==> config.mk <==
export PLATFORM = sky130hd
export DESIGN_NAME = ex16b_unit
export DESIGN_NICKNAME = d
export VERILOG_FILES = /design/src/rtl/ex16b_pkg.sv /design/src/rtl/ex16b_unit_mul_seq.sv /design/src/rtl/ex16b_unit.sv
export SDC_FILE = /design/constraint.sdc
export NUM_CORES = 1
export LEC_CHECK = 0
export ABC_AREA = 0
export CORE_MARGIN = 5
export CORE_UTILIZATION = 35
export DETAILED_ROUTE_END_ITERATION = 10
export DONT_BUFFER_PORTS = 1
export GPL_TIMING_DRIVEN = 0
export SLEW_MARGIN = 20
export SYNTH_ARGS = -nofsm -noshare
export SYNTH_HDL_FRONTEND = slang
export SYNTH_SLANG_ARGS = --single-unit
==> constraint.sdc <==
create_clock -name clk_i -period 3.7 [get_ports clk_i]
set_input_delay 0.74 -clock clk_i [delete_from_list [all_inputs] [get_ports clk_i]]
set_output_delay 0.74 -clock clk_i [all_outputs]
set_load 0.05 [all_outputs]
==> src/rtl/ex16b_pkg.sv <==
// Shared constants for the ex16b execute stage: widths, opcodes and FSM states.
package ex16b_pkg;

  localparam int unsigned Width    = 16;
  localparam int unsigned RdW      = 2;
  localparam int unsigned MulIters = 16;

  localparam logic [2:0] OpAdd = 3'd0;
  localparam logic [2:0] OpSub = 3'd1;
  localparam logic [2:0] OpAnd = 3'd2;
  localparam logic [2:0] OpOr  = 3'd3;
  localparam logic [2:0] OpXor = 3'd4;
  localparam logic [2:0] OpShl = 3'd5;
  localparam logic [2:0] OpShr = 3'd6;
  localparam logic [2:0] OpMul = 3'd7;

  typedef enum logic {StIdle, StMul} state_e;

endpackage

==> src/rtl/ex16b_unit_mul_seq.sv <==
// Iterative shift-add multiplier (low Width bits). done_o is combinational on the last
// iteration so the caller can capture prod_o on the same edge that ends the sequence.
module ex16b_mul_seq
  import ex16b_pkg::*;
(
  input  logic             clk_i,
  input  logic             rst_i,
  input  logic             start_i,
  input  logic [Width-1:0] a_i,
  input  logic [Width-1:0] b_i,
  output logic             done_o,
  output logic [Width-1:0] prod_o
);

  localparam logic [3:0] LastIter = 4'(MulIters - 1);

  logic             run_q;
  logic [3:0]       cnt_q;
  logic [Width-1:0] acc_q, acc_d, mcand_q, mplier_q;

  always_comb begin
    acc_d = acc_q;
    if (mplier_q[0]) acc_d = acc_q + mcand_q;
  end

  always_ff @(posedge clk_i) begin
    if (rst_i) begin
      run_q    <= 1'b0;
      cnt_q    <= '0;
      acc_q    <= '0;
      mcand_q  <= '0;
      mplier_q <= '0;
    end else if (start_i) begin
      run_q    <= 1'b1;
      cnt_q    <= '0;
      acc_q    <= '0;
      mcand_q  <= a_i;
      mplier_q <= b_i;
    end else if (run_q) begin
      acc_q    <= acc_d;
      mcand_q  <= mcand_q << 1;
      mplier_q <= mplier_q >> 1;
      cnt_q    <= cnt_q + 4'd1;
      if (cnt_q == LastIter) run_q <= 1'b0;
    end
  end

  assign done_o = run_q && (cnt_q == LastIter);
  assign prod_o = acc_d;

endmodule

==> src/rtl/ex16b_unit.sv <==
// Execute/writeback stage of the 16-bit datapath: ALU, shifter and optional iterative MUL.
// Define EX16B_MUL_EN to build the multiplier; otherwise op 7 is a one-cycle no-op.
module ex16b_unit
  import ex16b_pkg::*;
(
  input  logic             clk_i,
  input  logic             rst_i,
  input  logic             in_valid_i,
  output logic             in_ready_o,
  input  logic [2:0]       op_i,
  input  logic [Width-1:0] opa_i,
  input  logic [Width-1:0] opb_i,
  input  logic [RdW-1:0]   rd_i,
  output logic             wb_en_o,
  output logic [RdW-1:0]   wb_rd_o,
  output logic [Width-1:0] wb_data_o,
  output logic             flag_z_o,
  output logic             flag_c_o,
  output logic             busy_o,
  inout  wire              dvdd_io,
  inout  wire              dgnd_io
);

  state_e           state_q;
  logic             accept;
  logic [Width:0]   ext_res;
  logic [Width-1:0] alu_res;
  logic             alu_c;
  logic             unused_supply;

  assign unused_supply = dvdd_io ^ dgnd_io;

  assign in_ready_o = (state_q == StIdle) && !rst_i;
  assign accept     = in_valid_i && in_ready_o;

  always_comb begin
    ext_res = '0;
    alu_res = '0;
    alu_c   = 1'b0;
    unique case (op_i)
      OpAdd: begin
        ext_res = {1'b0, opa_i} + {1'b0, opb_i};
        {alu_c, alu_res} = ext_res;
      end
      OpSub: begin
        ext_res = {1'b0, opa_i} - {1'b0, opb_i};
        {alu_c, alu_res} = ext_res;
      end
      OpAnd: alu_res = opa_i & opb_i;
      OpOr:  alu_res = opa_i | opb_i;
      OpXor: alu_res = opa_i ^ opb_i;
      // Widened by one bit so the last bit shifted out lands in the carry slot.
      OpShl: begin
        ext_res = {1'b0, opa_i} << opb_i[3:0];
        {alu_c, alu_res} = ext_res;
      end
      OpShr: begin
        ext_res = {opa_i, 1'b0} >> opb_i[3:0];
        {alu_res, alu_c} = ext_res;
      end
      default: ;
    endcase
  end

`ifdef EX16B_MUL_EN
  logic             mul_done;
  logic [Width-1:0] mul_prod;
  logic [RdW-1:0]   mul_rd_q;

  ex16b_mul_seq u_mul (
    .clk_i   (clk_i),
    .rst_i   (rst_i),
    .start_i (accept && (op_i == OpMul)),
    .a_i     (opa_i),
    .b_i     (opb_i),
    .done_o  (mul_done),
    .prod_o  (mul_prod)
  );

  assign busy_o = (state_q == StMul);
`else
  assign busy_o = 1'b0;
`endif

  always_ff @(posedge clk_i) begin
    if (rst_i) begin
      state_q   <= StIdle;
      wb_en_o   <= 1'b0;
      wb_rd_o   <= '0;
      wb_data_o <= '0;
      flag_z_o  <= 1'b0;
      flag_c_o  <= 1'b0;
`ifdef EX16B_MUL_EN
      mul_rd_q  <= '0;
`endif
    end else begin
      wb_en_o <= 1'b0;
      unique case (state_q)
        StIdle: begin
          if (accept) begin
            if (op_i == OpMul) begin
`ifdef EX16B_MUL_EN
              state_q  <= StMul;
              mul_rd_q <= rd_i;
`endif
            end else begin
              wb_en_o   <= 1'b1;
              wb_rd_o   <= rd_i;
              wb_data_o <= alu_res;
              flag_z_o  <= (alu_res == '0);
              flag_c_o  <= alu_c;
            end
          end
        end
        StMul: begin
`ifdef EX16B_MUL_EN
          if (mul_done) begin
            state_q   <= StIdle;
            wb_en_o   <= 1'b1;
            wb_rd_o   <= mul_rd_q;
            wb_data_o <= mul_prod;
            flag_z_o  <= (mul_prod == '0);
            flag_c_o  <= 1'b0;
          end
`else
          state_q <= StIdle;
`endif
        end
      endcase
    end
  end

endmodule
==> results_dict.tcl <==
set metrics [dict create \
    syn_area_mm2 0.00476 \
    startpoint_type "primary input" \
    final_cell_mix "nor2_1, nand2_1, ha_1" \
    final_cells 823 \
    gr-total-overflow 0 \
    synth_top_family_by_area "compound AO/OA/AOI/OAI gates" \
    numCtsBuffers 3 \
    first_pass_iters 5 \
    ys.flop_type "dfxtp_1" \
    post-route-period-util_pct 98.6 \
    die-area_mm2 0.0160 \
    dr.first_iter.drc_count 554 \
    layout_min_cycle_time_ps 3650 \
    cts_root_buf "clkbuf_16" \
    r2r-start "flag_c_o$_SDFFE_PP0P_" \
    cts_tree "done" \
    synth_async_sr_flop_share_pct 0 \
    clk_pin_slew_worst_paths_ps 50 \
    hpwlAfterDp_um 16100 \
    cp_max_fo 7 \
    synth_nets 734 \
    drive_gt1_share_pct 13.8 \
    seq_area_frac_synth_pct 8.84 \
    place.gp.congestion 0.990 \
    num_vias 5250 \
    synth_edf_count 0 \
    synthCells 640 \
    finalHoldViolations 0 \
    slew_headroom_pct 46.6 \
    peakVddDrop_mv 0.140 \
    die_w_um 127 \
    fill_cells 1399 \
    synth_area_per_cell_um2 7.43 \
    grt_pass1_wl_um 30300 \
    clock_sinks 21 \
    grt_pass1_vias 5121 \
    ios 65 \
    yosys.area_share.simple_pct 21.2 \
    unconstrained_endpoints 2 \
    final_common_cell "nor2_1" \
    cts_buffer_depth 2 \
    cap_violations 0 \
    synth_cell_types 85 \
    synth-adder-area-share_pct 14.0 \
    place.port_buffers 0 \
    ant_nets 0 \
    routedWlPerCell_um 24.2 \
    n_antenna_cell 0 \
    ys_warn_count 0 \
    max_clock_freq_mhz 274 \
    synth_compound_area_share_pct 30.2 \
    syn_to_final_growth_pct 10.0 \
    die_h_um 127 \
    min_path_type "in2reg" \
    drv_slew 0 \
    ctsHoldBuffers 0 \
    crit_arrival_ps 3820 \
    synth_seq_cells 21 \
    hold_start "in_valid_i" \
    routed_wl_um 19900 \
    htree_levels 1 \
    path_class "in2reg" \
    synthMuxAreaShare_pct 14.1 \
    nNetsFinal 742 \
    endpoint_kind "flip-flop" \
    synth-xor-area-share_pct 2.21 \
    setup_viol 0 \
    drc_errors 0 \
    coreArea_mm2 0.0133 \
    dp_cells 816 \
    p_per_area_mw_per_mm2 239 \
    cp.required_ps 3870 \
    start_util_pct 35.8 \
    status "finished, final reports clean" \
    viasPerCell 6.38 \
    p_leak_nw 2.19 \
    grt_max_degree 14 \
    track_usage_pct 23.8 \
    worstMarginPinSlew_ps 793 \
    antenna_found_initial 0 \
    clk_latency_ps 250 \
    rows 42 \
    skew_ps 0 \
    hold_slack_ps 612 \
    crit_start "opb_i[1]" \
]
==> sequential cells by signal, summed over array words and instances (netlist names) <==
signal,flops
flag_c_o,1
flag_z_o,1
wb_data_o,16
wb_en_o,1
wb_rd_o,2
==> routing by layer <==
metal  vias up  part of all wire (%)  global-route usage (%)
met1      2537                    42                    32.8
li1       2382                     -                       -
met3        35                   9.1                    2.94
met5         -                     0                       0
met2       296                    46                    38.6
met4         0                   2.9                    7.95
==> worst paths after layout <==
| path | to | slack (ps) | cells after the start |
|---|---|---|---|
| worst max-delay path | flag_z_o$_SDFFE_PP0P_ | 50 | 13 |
| worst min-delay path | flag_c_o$_SDFFE_PP0P_ | 610 | 1 |
| worst max register to register | flag_c_o$_SDFFE_PP0P_ | 1910 | 4 |
| worst min register to register | wb_rd_o[1]$_SDFFE_PP0P_ | 710 | 2 |
==> worst max-delay path: stages <==
cell and delay [ps]:
buf_8 100, clkinvlp_4 130, buf_12 160, fa_2 330, and2b_2 280, o221ai_4 120, a211oi_2 340, o21ai_1 140
a21oi_2 210, xnor2_2 120, a221oi_2 400, or4b_4 510, o31ai_2 230
==> report_power, final <==
| part | total, W | switching (W) | internal, W |
|---|---|---|---|
| Sequential | 0.000320 | 0.0000750 | 0.000245 |
| Combinational | 0.000707 | 0.000429 | 0.000279 |
| Clock | 0.000224 | 0.0000769 | 0.000147 |
| Total | 0.00125 | 0.000581 | 0.000670 |
==> synth_stat cells, drive strengths merged (3+ instances only) <==
cell type	instances	share of area, %
mux2	6	1.6
a31oi	5	0.66
nor3	18	1.9
a21o	7	1.1
nor2b	8	1.1
a22oi	15	2.4
clkbuf	27	2.2
o22ai	15	2.0
o211ai	9	1.4
nor4	5	0.66
o21a	5	0.79
a311oi	3	0.55
nor3b	3	0.47
o21bai	4	0.63
nand3	10	1.1
mux4	16	7.7
o21ai	19	2.0
xnor2	11	2.0
and3	3	0.39
a21oi	46	5.1
o31ai	6	1.1
nand3b	5	0.79
mux2i	23	4.8
a221oi	7	1.3
nand2b	5	0.66
dfxtp	21	8.8
nand2	50	3.9
or3	5	0.66
nor2	73	5.8
inv	48	3.8
nand4	4	0.53
a2111oi	3	0.95
and2	3	0.39
ha	50	13
o221ai	4	0.87
a211oi	24	4.0
or2	5	0.66
buf	25	3.3
==> kinds of logic after synthesis <==
kind of cell,count (synthesis)
AND/OR/NAND/NOR,208
multiplexers,45
XOR/XNOR,12
adder cells (fa/ha/maj),52
other,1
AO/OA/AOI/OAI,199
flip-flops,21
buffers and inverters,102
==> through the flow <==
stage	power, W	worst slack (ps)	TNS, ps	utilization, %	instance area (um2)
2_1_floorplan	0.000804	9.50	0	-	4760
3_3_place_gp	0.000971	-918	-3780	37.4	4980
3_5_place_dp	0.000975	-981	-4460	37.4	4980
4_1_cts	0.00122	2.43	0	38.7	5140
5_1_grt	0.00132	-21.8	-21.8	39.4	5230
6_report	0.00125	50.6	0	39.4	5230
==> final cells by class <==
| type | count | area (um2) | area share (%) |
|---|---|---|---|
| Timing Repair Buffer | 7 | 52.6 | 1.00 |
| Sequential cell | 21 | 420 | 8.03 |
| Tap cell | 176 | 220 | 4.21 |
| Clock buffer | 4 | 78.8 | 1.51 |
| Inverter | 50 | 199 | 3.80 |
| Buffer | 48 | 283 | 5.40 |
| Multi-Input combinational cell | 517 | 3980 | 76.0 |
==> timing repair <==
item                       in CTS  in global routing
pin swaps                       3                 10
setup endpoints to repair       8                  2
resized for setup              20                 20
hold endpoints to repair        0                  0
buffers inserted                2                  5
(Power assumes the default switching activity.)
